## src/rtl/cell_plotter.sv

```systemverilog
// Cell-to-pixel expander for the 160x120 VGA adapter: buffers cell updates in a FIFO,
// paints each cell as a CELL_SIZE x CELL_SIZE square, and offers a full-screen clear.
module cell_plotter #(
  parameter int unsigned CELL_SIZE  = 4,
  parameter int unsigned GRID_W     = 40,
  parameter int unsigned GRID_H     = 30,
  parameter int unsigned FIFO_DEPTH = 16
) (
  input  logic       clock,
  input  logic       reset_n,
  input  logic       in_valid,
  output logic       in_ready,
  input  logic [7:0] in_x,
  input  logic [7:0] in_y,
  input  logic [2:0] in_color,
  input  logic       clear,
  output logic [7:0] out_x,
  output logic [6:0] out_y,
  output logic [2:0] out_color,
  output logic       plot,
  output logic       busy,
  output logic       overflow,
  output logic       range_err
);

  localparam int unsigned SHIFT = $clog2(CELL_SIZE);
  localparam int unsigned DW    = (SHIFT > 0) ? SHIFT : 1;
  localparam int unsigned AW    = $clog2(FIFO_DEPTH);
  localparam int unsigned CW    = AW + 1;
  localparam int unsigned SCR_W = 160;
  localparam int unsigned SCR_H = 120;

  localparam logic [DW-1:0] D_LAST = DW'(CELL_SIZE - 1);
  localparam logic [7:0]    X_LAST = 8'(SCR_W - 1);
  localparam logic [6:0]    Y_LAST = 7'(SCR_H - 1);

  typedef struct packed {
    logic [7:0] x;
    logic [7:0] y;
    logic [2:0] color;
  } cell_t;

  typedef enum logic [1:0] {
    S_IDLE,
    S_PLOT,
    S_CLEAR
  } state_t;

  state_t        state, state_n;
  cell_t         mem [FIFO_DEPTH];
  logic [AW-1:0] wr_ptr, rd_ptr;
  logic [CW-1:0] count;
  logic          clear_pending, clear_pending_n;
  cell_t         cur, cur_n;
  logic [DW-1:0] dx, dy, dx_n, dy_n;
  logic [7:0]    px, px_n;
  logic [6:0]    py, py_n;
  logic [7:0]    out_x_n;
  logic [6:0]    out_y_n;
  logic [2:0]    out_color_n;
  logic          plot_n;
  logic          pop, clear_take;
  logic          accept, in_range, push;

  function automatic logic [7:0] pix_x(input logic [7:0] c, input logic [DW-1:0] d);
    return 8'(c << SHIFT) + 8'(d);
  endfunction

  function automatic logic [6:0] pix_y(input logic [7:0] c, input logic [DW-1:0] d);
    return 7'(c << SHIFT) + 7'(d);
  endfunction

  assign in_ready = (count != CW'(FIFO_DEPTH));
  assign accept   = in_valid & in_ready;
  assign in_range = (in_x < 8'(GRID_W)) & (in_y < 8'(GRID_H));
  assign push     = accept & in_range;
  assign busy     = (state != S_IDLE) | (count != '0) | clear_pending;

  // A clear pulse arriving on the entry edge is kept so it is not lost.
  assign clear_pending_n = (clear_pending & ~clear_take) | clear;

  // State register
  always_ff @(posedge clock) begin
    if (!reset_n) state <= S_IDLE;
    else          state <= state_n;
  end

  // Next state, scan counters and next pixel values
  always_comb begin
    state_n     = state;
    cur_n       = cur;
    dx_n        = dx;
    dy_n        = dy;
    px_n        = px;
    py_n        = py;
    out_x_n     = out_x;
    out_y_n     = out_y;
    out_color_n = out_color;
    plot_n      = 1'b0;
    pop         = 1'b0;
    clear_take  = 1'b0;

    unique case (state)
      S_IDLE: begin
        if (clear_pending) begin
          state_n     = S_CLEAR;
          clear_take  = 1'b1;
          px_n        = '0;
          py_n        = '0;
          out_x_n     = '0;
          out_y_n     = '0;
          out_color_n = '0;
          plot_n      = 1'b1;
        end else if (count != '0) begin
          state_n     = S_PLOT;
          pop         = 1'b1;
          cur_n       = mem[rd_ptr];
          dx_n        = '0;
          dy_n        = '0;
          out_x_n     = pix_x(mem[rd_ptr].x, '0);
          out_y_n     = pix_y(mem[rd_ptr].y, '0);
          out_color_n = mem[rd_ptr].color;
          plot_n      = 1'b1;
        end
      end

      S_PLOT: begin
        if ((dx == D_LAST) && (dy == D_LAST)) begin
          state_n = S_IDLE;
        end else begin
          if (dx == D_LAST) begin
            dx_n = '0;
            dy_n = dy + DW'(1);
          end else begin
            dx_n = dx + DW'(1);
          end
          out_x_n     = pix_x(cur.x, dx_n);
          out_y_n     = pix_y(cur.y, dy_n);
          out_color_n = cur.color;
          plot_n      = 1'b1;
        end
      end

      S_CLEAR: begin
        if ((px == X_LAST) && (py == Y_LAST)) begin
          state_n = S_IDLE;
        end else begin
          if (px == X_LAST) begin
            px_n = '0;
            py_n = py + 7'd1;
          end else begin
            px_n = px + 8'd1;
          end
          out_x_n     = px_n;
          out_y_n     = py_n;
          out_color_n = '0;
          plot_n      = 1'b1;
        end
      end

      default: state_n = S_IDLE;
    endcase
  end

  // Datapath, FIFO control and sticky flags
  always_ff @(posedge clock) begin
    if (!reset_n) begin
      wr_ptr        <= '0;
      rd_ptr        <= '0;
      count         <= '0;
      clear_pending <= 1'b0;
      cur           <= '0;
      dx            <= '0;
      dy            <= '0;
      px            <= '0;
      py            <= '0;
      out_x         <= '0;
      out_y         <= '0;
      out_color     <= '0;
      plot          <= 1'b0;
      overflow      <= 1'b0;
      range_err     <= 1'b0;
    end else begin
      if (push) wr_ptr <= wr_ptr + AW'(1);
      if (pop)  rd_ptr <= rd_ptr + AW'(1);
      case ({push, pop})
        2'b10:   count <= count + CW'(1);
        2'b01:   count <= count - CW'(1);
        default: count <= count;
      endcase
      clear_pending <= clear_pending_n;
      cur           <= cur_n;
      dx            <= dx_n;
      dy            <= dy_n;
      px            <= px_n;
      py            <= py_n;
      out_x         <= out_x_n;
      out_y         <= out_y_n;
      out_color     <= out_color_n;
      plot          <= plot_n;
      if (in_valid & ~in_ready) overflow  <= 1'b1;
      if (accept & ~in_range)   range_err <= 1'b1;
    end
  end

  // FIFO storage; contents are don't-care until written
  always_ff @(posedge clock) begin
    if (push) mem[wr_ptr] <= {in_x, in_y, in_color};
  end

endmodule

```

## config.mk

```make
export PLATFORM = sky130hd
export DESIGN_NAME = cell_plotter
export DESIGN_NICKNAME = d
export VERILOG_FILES = /design/src/rtl/cell_plotter.sv
export SDC_FILE = /design/constraint.sdc
export NUM_CORES = 1
export LEC_CHECK = 0
export CAP_MARGIN = 20
export CORE_MARGIN = 8
export CORE_UTILIZATION = 31
export CTS_BUF_LIST = sky130_fd_sc_hd__clkbuf_4
export CTS_CLUSTER_SIZE = 16
export DETAILED_ROUTE_END_ITERATION = 6
export MAX_ROUTING_LAYER = met4
export PLACE_DENSITY = 0.46
export REMOVE_ABC_BUFFERS = 1
export SLEW_MARGIN = 40
export SYNTH_ARGS = -nofsm -noshare
export SYNTH_HDL_FRONTEND = slang
export SYNTH_SLANG_ARGS = --single-unit
```

## constraint.sdc

```tcl
create_clock -name clock -period 4.1 [get_ports clock]
set_clock_uncertainty 0.1 [all_clocks]
set_input_delay 0.615 -clock clock [delete_from_list [all_inputs] [get_ports clock]]
set_output_delay 0.615 -clock clock [all_outputs]
set_load 0.03 [all_outputs]
```

Yosys cells after proc, flatten, opt, wreduce, memory -nomap -nowiden
Memories as Yosys holds them, arrays and structs flattened. A register that Yosys moved wholly into a read port is not among the register bits.
Cells that the tools add are included.

word-level totals
  register bits = 70
  memory bits (writable) = 304
  bits of input ports = 23
  word-level logic and storage cells = 127
  memories kept = 1

memory list
  memory  depth  bits a word  rd ports  clocked after memory_dff  write ports  RTL line  source
  mem     16     19           1         1                         1            50        cell_t mem [FIFO_DEPTH];

cells by class
  add/sub/neg operators = 10
  $lt $le $gt $ge = 2
  equal/unequal tests = 17
  multiplexer cells = 52
  bitwise logic cells = 13
  reduce and logical (&&, ||, !) cells = 14

operator list
  operator                                            count
  2-to-1 mux 8 bit                                    6
  2-to-1 mux 7 bit                                    6
  2-to-1 mux 2 bit                                    14
  one-hot mux 8 bit (3 select lines)                  1
  one-hot mux 7 bit (3 select lines)                  1
  one-hot mux 8 bit (2 select lines)                  1
  inequality test 2 bit, second input constant        7
  one-hot mux 7 bit (2 select lines)                  1
  2-to-1 mux 3 bit                                    4
  2-to-1 mux 1 bit                                    10
  one-hot mux 5 bit (2 select lines)                  1
  one-hot mux 3 bit (3 select lines)                  1
  AND reduction 3 bit                                 3
  adder 4 x 1 -> 4 bit, second input constant         2
  adder 8 x 1 -> 8 bit, second input constant         1
  adder 8 x 2 -> 8 bit                                1
  == test 2 bit, second input constant                4
  == test 8 bit, second input constant                1
  < comparator 8 x 5 -> 1 bit, second input constant  1
  < comparator 8 x 6 -> 1 bit, second input constant  1
  2-to-1 mux 4 bit                                    2
  one-hot mux 2 bit (2 select lines)                  2
  AND reduction 4 bit                                 2
  nonzero test 2 bit                                  4
  18 further kinds                                    31

Logic depth before layout (Yosys ltp)
  depth after elaboration = 7
  depth in mapped cells = 14
  gate-level depth less buffers = 12

Worst setup path before layout
No wires, ideal clock.

  path kind = register -> register
  from = register state[0]
  to = register count[3]
  arrival = 3.258 ns
  required time = 3.930 ns
  slack = 0.671 ns
  cell stages (with the launch flop) = 13
  buffers on the path = 2
  period minus slack after synthesis = 3.429 ns
  path through = dfxtp_1 > inv_1 > ha_1 > nand2b_1 > a21oi_1 > clkbuf_1 > clkbuf_1 > ha_1 > or3b_2 > a21boi_0 > nor3_1 > or3b_2 > a21oi_1

on the way
  word-level cells in the longest chain between the ends = 4

RTL lines
  item                                                                             RTL line  source
  start: declaration                                                               49        state_t state, state_n;
  start signal: assignment                                                         85        else state <= state_n;
  logical NOT 2 bit *                                                              103       unique case (state)
  2-to-1 mux 1 bit *                                                               103
  via pop                                                                          62        logic pop, clear_take;
  == test 2 x 1 -> 1 bit / == test 2 bit (equally long branches)                   186       case ({push, pop})
  one-hot mux 5 bit (2 select lines) / nonzero test 2 bit (equally long branches)  -
  end signal: assignment                                                           187       2'b10: count <= count + CW'(1);
  end signal: assignment                                                           188       2'b01: count <= count - CW'(1);
  end signal: assignment                                                           189       default: count <= count;
  end: declaration                                                                 52        logic [CW-1:0] count;

Mark *: on every way through the listed nets, which the timed path passes. The rest lies on a longest branch.
A chain may end at the register's enable or synchronous reset.

Worst setup path in the final report
  from = register count[1]
  to = register count[3]

on the way
  word-level cells in the longest chain between the ends = 6

RTL lines
  item                                                                             RTL line  source
  nonzero test 5 bit                                                               114       end else if (count != '0) begin
  2-to-1 mux 1 bit                                                                 114
  2-to-1 mux 1 bit                                                                 105       if (clear_pending) begin
  2-to-1 mux 1 bit                                                                 103
  == test 2 x 1 -> 1 bit / == test 2 bit (equally long branches)                   186
  one-hot mux 5 bit (2 select lines) / nonzero test 2 bit (equally long branches)  -

Parallel ways exist; a longest one is shown, timed or not.

==> summary.md <==
| Metric | Value |
|---|---|
| Least-Margin Pin Slew | 0.8076 ns |
| First-pass GRT wire length | between 40000 and 50000 µm |
| Synth Instances | 823 |
| IO Pins | 46 |
| Power per cell area | 433.1 nW/µm² |
| Worst VDD drop | about 0.00015 V |
| TNS Setup | 0 ns |
| Share of post-route cells with drive strength above 1 | a little over a quarter |
| Post-Route Utilization | 37.39% |
| Filler cells | 3915 |
| Fin. Hold Viols | 0 |
| WP data required | approximately 4.6 ns |
| Min Tclk post-route | 3.443 ns |
| Number of global-route vias before repair | 7720 |
| Seq. cell area | around 8000 µm² |
| Tot GR Track Use | ~14% |
| Core area | between 30000 and 40000 µm² |
| Overflow after GRT | 0 |
| Status | completed |
| Layout Cells excl Fill | about 1500 |
| Commonest cells in the netlist | edfxtp_1, dfxtp_1, nand2_1, nor2_1, mux4_2 |
| Wire per inst | 20.25 µm |
| Iteration-0 DRC Markers | 460 |
| Synth cell types | just under 70 |
| Seq cells post-synth | around 300 |
| CTS Hold Bufs | 0 |
| Synth Area in Compound Gates | 6.999% |
| Cell accounting for the most synthesized area | edfxtp_1 |
| Sequential area share after synthesis | 65.40% |
| H-tree depth | 3 |
| Reg clk slew, reported paths | 0.06 ns |
| Root Buffer | clkbuf_4 |
| Area grow syn2layout | 18.66% |
| Max Fclk | 0.2905 GHz |
| Inserted Clock Buffers | 82 |
| CTS sink count | 298 |
| Skew-Pair Late Insertion Delay | 0.69 ns |
| Chip height | 217.2 µm |
| Async set or reset register ratio after synthesis | 0% |
| Startpoint types | register |
| CP Max Fanout | 9 |
| Max cap viols | 0 |
| Final max-slew violation count | 0 |
| Mux cell area share after synthesis | 13.70% |
| Synth area leaders | edfxtp_1, dfxtp_1, mux4_2 |
| Power Total | 6.449 mW |
| Worst rel slew slack | between 40% and 50% |
| Die width | 217.2 µm |
| # rows | 73 |
| Simple-gate area share of the yosys netlist | 7.896% |
| DP HPWL | 19220 µm |
| Post-route antenna net violation count | 0 |
| Vias per cell | 4.850 |
| Period utilisation layout | 83.97% |
| Largest net degree at the start of global routing | 51 |
| Leak | between 4 and 5 nW |
| IO Port Bufs | 45 |
| Die area | ~47000 µm² |
| Post-synth EDFFs | approximately 220 |
| WS Path Type | reg2reg |
| Post-layout net count | 992 |
| CTS tree | yes |
| Critical path arrival | between 3 and 4 ns |
| Ys Warns | 0 |
| Initial antenna violation count | 1 |
| WHS | 0.3505 ns |
| Clk buf depth | 3 |
| Post-synthesis xor/xnor area fraction | 1.396% |
| Synthesized area per cell | 15.25 µm² |
| CP endpoint kind | register |
| Post-synthesis adder-cell area fraction | 1.695% |
| WL final | 31090 µm |
| Placed cells | 1393 |
| Unrepaired setup endpoints after global routing | no |
| Area occupied by multi-input gates | 4038 µm² |
| Largest family of logic cells by synthesized area | multiplexers |
| Postcts setup bufs | 0 |
| Drt first pass iters | 4 |
| Drc violations | 0 |
| Detailed-route via count | 7444 |
| Post-Syn Area | 12550 µm² |
| Post-CTS Resized | 0 |
| Top FF cell, synth | edfxtp_1 |
| # setup viols final | 0 |
| RD Place Congestion | 0.7853 |
| Synth top area share | 53.60% |
| Hold WC Path Type | reg2reg |
| Initial Util | 31.51% |
| Top-count cell post-synth | edfxtp_1 |
## path summary, 6_finish.rpt
path	startpoint	slack [ns]	depth (start not counted)	endpoint
setup / recovery	count[1]	0.66	11	count[3]
hold / removal	out_x[1]	0.35	2	out_x[1]
setup reg to reg	count[1]	0.66	11	count[3]
hold reg to reg	out_x[1]	0.35	2	out_x[1]
## per-stage QoR
step | setup WS [ns] | area [µm²]
after detailed placement | 0.4138 | 13820
after global routing | 0.4042 | 14890
after floorplan | 0.1580 | 12230
after global placement | 0.4093 | 13810
final | 0.6574 | 14890
after CTS | 0.6432 | 14890
## critical path, stage by stage (launching register included)
cell,delay [ns]
dfxtp_1,0.39
or4_1,0.62
o21ai_0,0.38
nor2_1,0.11
inv_1,0.10
ha_1,0.22
buf_4,0.16
or3b_2,0.43
a21boi_0,0.21
nor3_1,0.06
or3b_2,0.44
a21oi_1,0.14
## cells in the final DEF (no fill, tap or decap), drive strengths merged, types with 3 or more instances in the layout
master	Yosys	layout
buf	29	53
clkinv	0	9
edfxtp	224	224
nor3	16	16
a221oi	7	7
ha	17	17
or3b	4	4
dfxtp	74	74
and2	4	4
a31oi	9	9
nand2	49	49
xor2	10	10
xnor2	10	10
o32ai	3	3
mux2i	30	30
clkdlybuf4s50	0	44
clkbuf	22	127
nand4	9	9
o22ai	3	3
o21ai	39	39
or3	8	8
a21boi	8	8
nor2b	8	8
a22oi	5	5
inv	13	15
nor4	6	6
mux4	60	60
a21oi	34	34
nor2	49	49
or4	4	4
o21a	9	9
nand3	26	26
nand2b	5	5
## area by class of cell
cell class	instances	share of cell area (%)
flip-flops and latches	298	55.15
multi-input cells	460	27.11
clock buffers	127	6.402
repair buffers	97	5.781
well taps	525	4.411
clock inverters	14	0.7982
inverters	13	0.3277
diodes	1	0.01680
## state kept, by name, indices dropped and copies added, names as in the netlist, named ones only
signal	flops
mem	224
cur	14
out_x	8
px	8
out_y	7
py	7
count	5
rd_ptr	4
wr_ptr	4
out_color	3
dx	2
dy	2
state	2
clear_pending	1
overflow	1
plot	1
range_err	1
## where the power goes
| group | switching, mW | leakage [nW] | internal [mW] | total (mW) |
|---|---|---|---|---|
| combinational | 0.267 | 1.64 | 0.151 | 0.417 |
| sequential | 0.0200 | 2.61 | 3.27 | 3.29 |
| clock | 1.21 | 0.636 | 1.53 | 2.74 |
## metal layers
metal	track usage (%)	wire length, µm	vias to the layer above
met5	-	0	-
met4	4.644	609	0
met1	17.11	14120	3724
met2	21.94	15200	143
met3	2.718	1156	53
li1	-	-	3524
## cells by family after synthesis
| logic type | count (synthesis) |
|---|---|
| flip-flops | 298 |
| AND/OR/NAND/NOR | 197 |
| AO/OA/AOI/OAI | 134 |
| multiplexers | 92 |
| buffers and inverters | 65 |
| XOR/XNOR | 20 |
| adder cells (fa/ha/maj) | 17 |
(Power assumes the default switching activity.)
